==> config.mk <==
export PLATFORM = sky130hd
export DESIGN_NAME = mm_seq_ctrl
export DESIGN_NICKNAME = d
export VERILOG_FILES = /design/src/rtl/mm_seq_pkg.sv /design/src/rtl/mm_mac.sv /design/src/rtl/mm_seq_ctrl.sv
export SDC_FILE = /design/constraint.sdc
export NUM_CORES = 1
export LEC_CHECK = 0
export CORE_MARGIN = 4
export CORE_UTILIZATION = 40
export DETAILED_ROUTE_END_ITERATION = 7
export SETUP_SLACK_MARGIN = 0.4
export SLEW_MARGIN = 5
export SYNTH_ARGS = -nofsm -noshare
export SYNTH_HDL_FRONTEND = slang
export SYNTH_HIERARCHICAL = 1
export SYNTH_SLANG_ARGS = --single-unit
==> constraint.sdc <==
create_clock -name clk -period 7.38 [get_ports clk]
set_input_delay 1.107 -clock clk [delete_from_list [all_inputs] [get_ports clk]]
set_output_delay 1.107 -clock clk [all_outputs]
set_load 0.02 [all_outputs]
==> src/rtl/mm_seq_pkg.sv <==
// Shared types and helpers for the 2x2 signed matrix-multiply sequencer.
// Packed matrices are {m00,m01,m10,m11}, m00 in the top two bits.
package mm_seq_pkg;
  localparam int ELEM_W = 2;
  localparam int SUM_W  = 5;
  localparam int PROD_W = 4;

  typedef enum logic [1:0] {
    ST_IDLE = 2'd0,
    ST_MAC0 = 2'd1,
    ST_MAC1 = 2'd2,
    ST_OUT  = 2'd3
  } state_t;

  // Element (r,c) of a packed matrix byte, returned as raw two's-complement bits.
  function automatic logic [ELEM_W-1:0] unpack_elem(input logic [7:0] pm, input logic r,
                                                    input logic c);
    logic [7:0] shifted;
    shifted = pm >> (3'd6 - {r, c, 1'b0});
    return shifted[ELEM_W-1:0];
  endfunction
endpackage

==> src/rtl/mm_mac.sv <==
// Shared signed 2x2-bit multiply-accumulate unit. sum is the value the
// accumulator takes on an enabled edge: the bare product when clr, else acc+product.
module mm_mac
  import mm_seq_pkg::*;
(
  input  logic              clk,
  input  logic              rst_n,
  input  logic              clr,
  input  logic              en,
  input  logic [ELEM_W-1:0] a,
  input  logic [ELEM_W-1:0] b,
  output logic [SUM_W-1:0]  sum
);
  logic [SUM_W-1:0]         acc_r;
  logic signed [PROD_W-1:0] prod_s;

  // Product and accumulate-or-load selection.
  always_comb begin
    prod_s = PROD_W'($signed(a)) * PROD_W'($signed(b));
    if (clr) begin
      sum = SUM_W'(prod_s);
    end else begin
      sum = acc_r + SUM_W'(prod_s);
    end
  end

  // Accumulator register.
  always_ff @(posedge clk or negedge rst_n) begin
    if (!rst_n) begin
      acc_r <= {SUM_W{1'b0}};
    end else if (en) begin
      acc_r <= sum;
    end
  end
endmodule

==> src/rtl/mm_seq_ctrl.sv <==
// Sequencer for the 2x2 signed matrix multiplier: one shared MAC, C streamed out
// under valid/ready. Define MM_SEQ_ACCUM_EN for the saturating C accumulator and acc_clr.
module mm_seq_ctrl
  import mm_seq_pkg::*;
#(
  parameter int OUT_W = 8
) (
  input  logic             clk,
  input  logic             rst_n,
  input  logic             ena,
  input  logic             start,
  input  logic [7:0]       a_in,
  input  logic [7:0]       b_in,
`ifdef MM_SEQ_ACCUM_EN
  input  logic             acc_clr,
`endif
  output logic             busy,
  output logic             c_valid,
  input  logic             c_ready,
  output logic [OUT_W-1:0] c_data,
  output logic [1:0]       c_idx,
  output logic             c_last,
  output logic             done
);
  state_t           state_r, state_nx_s;
  logic [1:0]       k_r, k_nx_s;
  logic [7:0]       a_r, a_nx_s, b_r, b_nx_s;
  logic             busy_r, busy_nx_s, c_valid_r, c_valid_nx_s;
  logic             c_last_r, c_last_nx_s, done_r, done_nx_s;
  logic [OUT_W-1:0] c_data_r, c_data_nx_s;
  logic [1:0]       c_idx_r, c_idx_nx_s;
  logic             mac_en_s, mac_clr_s, kk_s;
  logic [ELEM_W-1:0] mac_a_s, mac_b_s;
  logic [SUM_W-1:0] mac_sum_s;
  logic [OUT_W-1:0] result_s;

  // Inner-product term kk of element {i,j}={k[1],k[0]}: A[i][kk] * B[kk][j].
  always_comb begin
    mac_a_s = unpack_elem(a_r, k_r[1], kk_s);
    mac_b_s = unpack_elem(b_r, kk_s, k_r[0]);
  end

  mm_mac u_mac (
    .clk  (clk),
    .rst_n(rst_n),
    .clr  (mac_clr_s),
    .en   (mac_en_s),
    .a    (mac_a_s),
    .b    (mac_b_s),
    .sum  (mac_sum_s)
  );

`ifdef MM_SEQ_ACCUM_EN
  logic [OUT_W-1:0] c_reg_r [4];

  function automatic logic [OUT_W-1:0] sat_add(input logic [OUT_W-1:0] prev,
                                               input logic [SUM_W-1:0] inc);
    logic [OUT_W:0] s;
    s = (OUT_W+1)'($signed(prev)) + (OUT_W+1)'($signed(inc));
    if (s[OUT_W] != s[OUT_W-1]) begin
      return s[OUT_W] ? {1'b1, {(OUT_W-1){1'b0}}} : {1'b0, {(OUT_W-1){1'b1}}};
    end else begin
      return s[OUT_W-1:0];
    end
  endfunction

  assign result_s = sat_add(c_reg_r[k_r], mac_sum_s);

  // C register file: cleared only from IDLE, written as each element completes.
  always_ff @(posedge clk or negedge rst_n) begin
    if (!rst_n) begin
      for (int i = 0; i < 4; i++) c_reg_r[i] <= {OUT_W{1'b0}};
    end else if (ena && (state_r == ST_IDLE) && acc_clr) begin
      for (int i = 0; i < 4; i++) c_reg_r[i] <= {OUT_W{1'b0}};
    end else if (ena && (state_r == ST_MAC1)) begin
      c_reg_r[k_r] <= result_s;
    end
  end
`else
  assign result_s = OUT_W'($signed(mac_sum_s));
`endif

  // Next-state and next-output logic; ena low holds everything.
  always_comb begin
    state_nx_s   = state_r;
    k_nx_s       = k_r;
    a_nx_s       = a_r;
    b_nx_s       = b_r;
    busy_nx_s    = busy_r;
    c_valid_nx_s = c_valid_r;
    c_data_nx_s  = c_data_r;
    c_idx_nx_s   = c_idx_r;
    c_last_nx_s  = c_last_r;
    done_nx_s    = done_r;
    mac_en_s     = 1'b0;
    mac_clr_s    = 1'b0;
    kk_s         = 1'b0;
    if (ena) begin
      done_nx_s = 1'b0;
      case (state_r)
        ST_IDLE: begin
          if (start) begin
            a_nx_s     = a_in;
            b_nx_s     = b_in;
            k_nx_s     = 2'd0;
            busy_nx_s  = 1'b1;
            state_nx_s = ST_MAC0;
          end else begin
            state_nx_s = ST_IDLE;
          end
        end
        ST_MAC0: begin
          mac_en_s   = 1'b1;
          mac_clr_s  = 1'b1;
          state_nx_s = ST_MAC1;
        end
        ST_MAC1: begin
          mac_en_s     = 1'b1;
          kk_s         = 1'b1;
          c_valid_nx_s = 1'b1;
          c_data_nx_s  = result_s;
          c_idx_nx_s   = k_r;
          c_last_nx_s  = (k_r == 2'd3);
          state_nx_s   = ST_OUT;
        end
        ST_OUT: begin
          if (c_ready) begin
            c_valid_nx_s = 1'b0;
            c_last_nx_s  = 1'b0;
            if (k_r == 2'd3) begin
              done_nx_s  = 1'b1;
              busy_nx_s  = 1'b0;
              state_nx_s = ST_IDLE;
            end else begin
              k_nx_s     = k_r + 2'd1;
              state_nx_s = ST_MAC0;
            end
          end else begin
            state_nx_s = ST_OUT;
          end
        end
        default: begin
          state_nx_s = ST_IDLE;
        end
      endcase
    end else begin
      state_nx_s = state_r;
    end
  end

  // State, operand and output registers.
  always_ff @(posedge clk or negedge rst_n) begin
    if (!rst_n) begin
      state_r   <= ST_IDLE;
      k_r       <= 2'd0;
      a_r       <= 8'd0;
      b_r       <= 8'd0;
      busy_r    <= 1'b0;
      c_valid_r <= 1'b0;
      c_data_r  <= {OUT_W{1'b0}};
      c_idx_r   <= 2'd0;
      c_last_r  <= 1'b0;
      done_r    <= 1'b0;
    end else begin
      state_r   <= state_nx_s;
      k_r       <= k_nx_s;
      a_r       <= a_nx_s;
      b_r       <= b_nx_s;
      busy_r    <= busy_nx_s;
      c_valid_r <= c_valid_nx_s;
      c_data_r  <= c_data_nx_s;
      c_idx_r   <= c_idx_nx_s;
      c_last_r  <= c_last_nx_s;
      done_r    <= done_nx_s;
    end
  end

  assign busy    = busy_r;
  assign c_valid = c_valid_r;
  assign c_data  = c_data_r;
  assign c_idx   = c_idx_r;
  assign c_last  = c_last_r;
  assign done    = done_r;
endmodule

======== Word level (Yosys, flattened, before mapping) ========
Cells that the tools add are included.
W data, S select, Z words.
cells by class
  add/subtract/negate cells ............... 4
  $mul .................................... 1
  equal/unequal tests ..................... 8
  shift-type cells ........................ 2
  muxes and demuxes ....................... 25
  reductions and logical operators ........ 9
operators by type and width
  cell                   number
  $shr A8 B3 Y2          2
  $mux W1                15
  $reduce_and A5 Y1      2
  $mux W2                4
  $ne A2 B2 Y1 const B   4
  $pmux W2 S4            1
  $eq A2 B2 Y1 const B   3
  $pmux W1 S2            3
  $reduce_and A3 Y1      2
  $sub A3 B3 Y3 const A  2
  $add A5 B5 Y5          1
  $mux W5                1
  $mul A2 B2 Y4          1
  $pmux W2 S2            1
  $reduce_bool A2 Y1     2
  $add A2 B1 Y2 const B  1
  $eq A2 B1 Y1 const B   1
  $logic_not A2 Y1       1
  $reduce_and A2 Y1      1
  $reduce_or A2 Y1       1
word-level totals
  register bits after elaboration ......... 36
  input port bits ......................... 21
  output and inout port bits .............. 14
  logic and storage cells ................. 60

======== Logic depth before layout (Yosys ltp) ========
  depth in word-level cells ............... 8
  mapped depth ............................ 17
  mapped depth without buffers ............ 16

======== By module ========
The synthesis kept the hierarchy.
modules (own cells, without submodules)
  module       times used  cells an instance  area each (um^2)  seq. area each (um^2)
  mm_seq_ctrl  1           112                1532.7            775.7
  mm_mac       1           57                 544.3             125.1

======== Least setup slack after synthesis ========
OpenSTA, ideal clock, no wires.
  path kind ............................... input to register
  from .................................... input port ena
  to ...................................... register, netlist name c_data[4]
  library setup time ...................... 0.125 ns
  arrival ................................. 3.896 ns
  data required time ...................... 7.255 ns
  setup slack ............................. 3.359 ns
  cell stages on the path ................. 15
  buffers on the path ..................... 1
  cell sequence ........................... nand2_2 -> buf_6 -> mux4_2 -> nand2b_1 -> fa_1 -> inv_1 -> ha_1 -> xor2_2 -> inv_2 -> ha_1 -> a21oi_2 -> a21o_1 -> a21oi_1 -> xnor2_1 -> mux2_2
on the way
  longest elaborated chain between the ends .. 6
  elaborated cells between the ends (all ways) .. 10
  classes of those cells .................. 3 x add/sub; 1 x mul; 2 x shift; 3 x mux; 1 x reduce/logical
ends and longest elaborated chain
  what                    RTL line           RTL
  start: declaration      mm_seq_ctrl.sv:10  input logic ena,
  $mux W1 (*)             mm_seq_ctrl.sv:98  if (ena) begin
  $sub A3 B3 Y3 (*)       mm_seq_pkg.sv:19   shifted = pm >> (3'd6 - {r, c, 1'b0});
  $shr A8 B3 Y2 (*)       mm_seq_pkg.sv:19
  named net mac_a_s[0]    mm_seq_ctrl.sv:33  logic [ELEM_W-1:0] mac_a_s, mac_b_s;
  $mul A2 B2 Y4 (*)       mm_mac.sv:19       prod_s = PROD_W'($signed(a)) * PROD_W'($signed(b));
  $add A5 B5 Y5           mm_mac.sv:23       sum = acc_r + SUM_W'(prod_s);
  $mux W5 (*)             mm_mac.sv:20       if (clr) begin
  named net mac_sum_s[4]  mm_seq_ctrl.sv:34  logic [SUM_W-1:0] mac_sum_s;
Mark *: on every way through the listed nets, which the timed path passes. The rest lies on a longest branch.
A chain may end at the register's enable or synchronous reset.

======== Worst setup path after layout ========
  from .................................... input port ena
  to ...................................... register, netlist name c_data[4]
on the way
  longest elaborated chain between the ends .. 6
  elaborated cells between the ends (all ways) .. 10
  classes of those cells .................. 3 x add/sub; 1 x mul; 2 x shift; 3 x mux; 1 x reduce/logical
ends and longest elaborated chain
  what                    RTL line
  $mux W1 (*)             mm_seq_ctrl.sv:98
  $sub A3 B3 Y3 (*)       mm_seq_pkg.sv:19
  $shr A8 B3 Y2 (*)       mm_seq_pkg.sv:19
  named net mac_a_s[0]    mm_seq_ctrl.sv:33
  $mul A2 B2 Y4 (*)       mm_mac.sv:19
  $add A5 B5 Y5           mm_mac.sv:23
  $mux W5 (*)             mm_mac.sv:20
  named net mac_sum_s[4]  mm_seq_ctrl.sv:34
Marks and branches as above.

==> report_table.html <==
<table>
<tr><th>Metric</th><th>Value</th></tr>
<tr><th colspan="2">Hold path</th></tr>
<tr><td>Hold Path Stages</td><td>1</td></tr>
<tr><td>Worst Hold Class</td><td>reg -&gt; reg</td></tr>
<tr><td>Hold Path Origin</td><td>c_data[1]</td></tr>
<tr><td>Endpoint of the worst hold-timing path</td><td>c_data[1]</td></tr>
<tr><th colspan="2">Route</th></tr>
<tr><td>Drt first pass iters</td><td>4</td></tr>
<tr><td>Post-detailed-routing wire length</td><td>3.900 mm</td></tr>
<tr><td>DR DRC count</td><td>0</td></tr>
<tr><td>Number of vias after detailed routing</td><td>around 1400</td></tr>
<tr><td>Drt wl/cell</td><td>~14 µm</td></tr>
<tr><td>Initial drt markers</td><td>54</td></tr>
<tr><td>Antenna Nets Post-Route</td><td>0</td></tr>
<tr><td>Avg Vias per Cell</td><td>around 5</td></tr>
<tr><th colspan="2">Floorplanning</th></tr>
<tr><td>Number of top-level design ports</td><td>35</td></tr>
<tr><td>Initial Util</td><td>around 43%</td></tr>
<tr><td>X dimension of the die</td><td>80.06 µm</td></tr>
<tr><td>CORE AREA</td><td>slightly below 0.005 mm²</td></tr>
<tr><td>Die Y-Extent</td><td>about 80 µm</td></tr>
<tr><td>Placement Rows</td><td>25</td></tr>
<tr><td>Die area</td><td>between 0.006 and 0.007 mm²</td></tr>
<tr><th colspan="2">Critical path</th></tr>
<tr><td>Logic depth of the worst path, buffers included</td><td>15</td></tr>
<tr><td>Register-to-register setup slack</td><td>roughly 3.3 ns</td></tr>
<tr><td>Type of the worst setup path</td><td>in -&gt; reg</td></tr>
<tr><td>Type of origin of the critical path</td><td>input pin</td></tr>
<tr><td>CP max stage cell</td><td>sky130_fd_sc_hd__clkdlybuf4s50_1</td></tr>
<tr><td>Buffer and inverter count on the worst path</td><td>3</td></tr>
<tr><td>Endpoint of the worst-slack reg-to-reg timing path</td><td>c_data[4]</td></tr>
<tr><td>Critical Path Sink Type</td><td>register</td></tr>
<tr><td>Crit-path max cell delay</td><td>roughly 0.65 ns</td></tr>
<tr><td>Worst EP required</td><td>7.55 ns</td></tr>
<tr><td>Start of the worst register-to-register path</td><td>state_r[0]</td></tr>
<tr><td>Top cell family by delay on the critical path</td><td>adder cells</td></tr>
<tr><td>CP max FO</td><td>14</td></tr>
<tr><td>CP Cell Sequence</td><td>clkdlybuf4s50_1 -&gt; nand2_2 -&gt; mux4_2 -&gt; nand2b_1 -&gt; fa_1 -&gt; inv_1 -&gt; ha_1 -&gt; xor2_2 -&gt; inv_2 -&gt; ha_1 -&gt; a21oi_2 -&gt; a21o_1 -&gt; a21oi_1 -&gt; xnor2_1 -&gt; mux2_2</td></tr>
<tr><td>Depth of the most critical reg-to-reg path</td><td>16</td></tr>
<tr><td>Arrival time at the worst endpoint</td><td>between 5 and 6 ns</td></tr>
<tr><td>Dominant cell type by count on the critical path</td><td>sky130_fd_sc_hd__ha_1</td></tr>
<tr><th colspan="2">Timing</th></tr>
<tr><td>Setup violations, final</td><td>0</td></tr>
<tr><td>Final Slew Violations</td><td>0</td></tr>
<tr><td>Setup Skew</td><td>just under 0.005 ns</td></tr>
<tr><td>Minimum clock period</td><td>about 4.8 ns</td></tr>
<tr><td>Upper clock frequency limit</td><td>~0.21 GHz</td></tr>
<tr><td>Final hold viol count</td><td>0</td></tr>
<tr><td>Post-route setup TNS</td><td>0 ns</td></tr>
<tr><td>RSZ-0062 raised after global routing</td><td>no</td></tr>
<tr><td>Part of the cycle the worst path needs</td><td>65.52%</td></tr>
<tr><td>Relative slew slack</td><td>slightly above 70%</td></tr>
<tr><td>Worst slew pin tran</td><td>between 0.4 and 0.5 ns</td></tr>
<tr><th colspan="2">Logic synthesis</th></tr>
<tr><td>Post-Syn Nets</td><td>between 200 and 250</td></tr>
<tr><td>Average instance area after synthesis</td><td>around 12 µm²</td></tr>
<tr><td>Distinct cell type count after synthesis</td><td>40</td></tr>
<tr><td>Synth Warn #</td><td>6</td></tr>
<tr><td>Area of the mapped netlist</td><td>approximately 0.0021 mm²</td></tr>
<tr><td>Count of state elements after synthesis</td><td>36</td></tr>
<tr><td>Cells after Synth</td><td>~170</td></tr>
<tr><td>Register area share after synthesis</td><td>43.37%</td></tr>
<tr><th colspan="2">Global routing</th></tr>
<tr><td>Wire length of the first global-routing pass</td><td>6.948 mm</td></tr>
<tr><td>Number of antenna violations at the first check in global routing</td><td>0</td></tr>
<tr><td>Sum of overflow across all layers after global routing</td><td>0</td></tr>
<tr><td>Largest net degree at the start of global routing</td><td>37</td></tr>
<tr><td>Overall Global Routing Usage</td><td>13.98%</td></tr>
<tr><td>Number of global-route vias before repair</td><td>approximately 1500</td></tr>
<tr><th colspan="2">Place</th></tr>
<tr><td>HPWL after detailed placement</td><td>a little under 3 mm</td></tr>
<tr><td>Gpl congestion</td><td>around 0.90</td></tr>
<tr><td>IO Port Bufs</td><td>34</td></tr>
<tr><td>Cell area reported after detailed placement</td><td>0.002440 mm²</td></tr>
<tr><th colspan="2">Final layout</th></tr>
<tr><td>Signed area change from the synthesized netlist to the final layout</td><td>22.83%</td></tr>
<tr><td>Most frequent cells in the layout</td><td>sky130_fd_sc_hd__dfrtp_1, sky130_fd_sc_hd__clkdlybuf4s50_1, sky130_fd_sc_hd__mux2_2</td></tr>
<tr><td>Share of layout cells above drive strength 1</td><td>roughly a quarter</td></tr>
<tr><td>Final layout net count</td><td>about 240</td></tr>
<tr><td>N_diodes</td><td>0</td></tr>
<tr><td>Leading cell type in the layout, fill and taps excluded</td><td>sky130_fd_sc_hd__dfrtp_1</td></tr>
<tr><td>Design area</td><td>between 0.002 and 0.003 mm²</td></tr>
<tr><td>Fillcell total</td><td>between 400 and 500</td></tr>
<tr><th colspan="2">Flow run</th></tr>
<tr><td>Max Cap Viol</td><td>0</td></tr>
<tr><th colspan="2">CTS</th></tr>
<tr><td>Root Driver</td><td>sky130_fd_sc_hd__clkbuf_8</td></tr>
<tr><td>Hold-fix buffers at CTS</td><td>0</td></tr>
<tr><td>Insertion delay of the later-clocked pin in the worst-skew pair</td><td>a little under 0.3 ns</td></tr>
<tr><td>CTS Buffer Depth</td><td>2</td></tr>
<tr><td>Setup fix buffers added after clock tree synthesis</td><td>0</td></tr>
<tr><td>Count of clock tree sinks</td><td>36</td></tr>
<tr><td>H-tree lvl count</td><td>2</td></tr>
<tr><td>Number of CTS-inserted buffers</td><td>5</td></tr>
<tr><td>Clock tree from TritonCTS</td><td>yes</td></tr>
<tr><td>Reg clk slew, reported paths</td><td>0.07 ns</td></tr>
<tr><td>Count of cells resized by post-cts repair</td><td>0</td></tr>
<tr><th colspan="2">Run status</th></tr>
<tr><td>Outcome</td><td>finished clean</td></tr>
</table>
[state kept, by name, summed over array words and instances (netlist names)]
signal,count
k_r,2
busy,1
a_r,8
c_data,5
u_mac/acc_r,5
c_valid,1
b_r,8
state_r,2
c_last,1
c_idx,2
done,1
[Yosys cell counts (all sizes together)]
master	number	area, µm²
a2111oi	1	8.760
a211oi	1	7.510
a21boi	1	7.510
a21o	1	7.510
a21oi	6	37.54
a31oi	1	6.260
a41oi	2	17.52
and2	3	18.77
buf	8	65.06
clkbuf	1	3.750
dfrtp	36	900.9
fa	2	40.04
ha	13	162.7
inv	15	56.31
mux2	31	349.1
mux2i	5	53.80
mux4	4	93.84
nand2	7	28.78
nand2b	3	18.77
nand3	8	50.05
nand3b	1	7.510
nand4	3	18.77
nor2	2	7.510
nor2b	2	12.51
o211ai	2	15.01
o21ai	3	15.01
o311ai	1	8.760
o31ai	2	15.01
or3b	1	8.760
xnor2	2	17.52
xor2	1	16.27
[layer usage]
metal	up-vias	share of wire [%]	track usage [%]
li1	661	-	-
met1	659	45	16.56
met2	30	49	24.01
met3	2	5.2	4.036
met4	0	0.59	5.068
met5	-	0	0
[cell families (layout without fill, tap and decap cells)]
group | Yosys count | in the layout | synth area share, %
AOI/OAI and AO/OA | 21 | 21 | 7.049
xor gates and xnor gates | 3 | 3 | 1.627
adders and majority gates | 15 | 15 | 9.759
buffers and inverters | 24 | 58 | 6.024
DFF | 36 | 36 | 43.37
muxes | 40 | 40 | 23.92
and+or+nand+nor | 30 | 30 | 8.254
[stage by stage]
step | hold slack [ns] | utilization (%) | cells | setup WS [ns]
finish | 0.5064 | 52.28 | 270 | 2.545
detailed placement | 0.4913 | 50.00 | 262 | 2.239
floorplan | 0.4703 | - | 169 | 3.359
CTS | 0.5098 | 52.28 | 270 | 2.556
global placement | 0.4845 | 50.00 | 262 | 2.396
global route | 0.5238 | 52.28 | 270 | 2.328
[how the worst max path moves through the flow]
stage               startpoint        end  slack, ns
floorplan                  ena  c_data[4]       3.36
global placement           ena  c_data[4]       2.40
detailed placement         ena  c_data[4]       2.24
CTS                        ena  c_data[4]       2.56
global route               ena  c_data[4]       2.33
finish                     ena  c_data[4]       2.54
[worst reg2reg max path: stages, from the launching register on]
cell and delay (ns):
sky130_fd_sc_hd__dfrtp_1 0.43, sky130_fd_sc_hd__inv_1 0.11, sky130_fd_sc_hd__ha_1 0.27, sky130_fd_sc_hd__nand2_2 0.29, sky130_fd_sc_hd__mux4_2 0.56, sky130_fd_sc_hd__nand2b_1 0.17, sky130_fd_sc_hd__fa_1 0.37, sky130_fd_sc_hd__inv_1 0.06
sky130_fd_sc_hd__ha_1 0.18, sky130_fd_sc_hd__xor2_2 0.22, sky130_fd_sc_hd__inv_2 0.07, sky130_fd_sc_hd__ha_1 0.33, sky130_fd_sc_hd__a21oi_2 0.23, sky130_fd_sc_hd__a21o_1 0.17, sky130_fd_sc_hd__a21oi_1 0.08, sky130_fd_sc_hd__xnor2_1 0.15
sky130_fd_sc_hd__mux2_2 0.26
[area by class of cell]
class,count,area [µm²],area share (%)
Multi-Input combinational cell,109,1051,41.20
Clock buffer,5,68.82,2.697
Timing Repair Buffer,35,347.8,13.63
Inverter,15,56.30,2.207
Tap cell,67,83.83,3.286
Clock inverter,3,42.54,1.667
Sequential cell,36,900.9,35.31
Power is left out: the tool's default activity adds up to more than one toggle a clock period on the data nets, which glitch-free logic cannot reach.
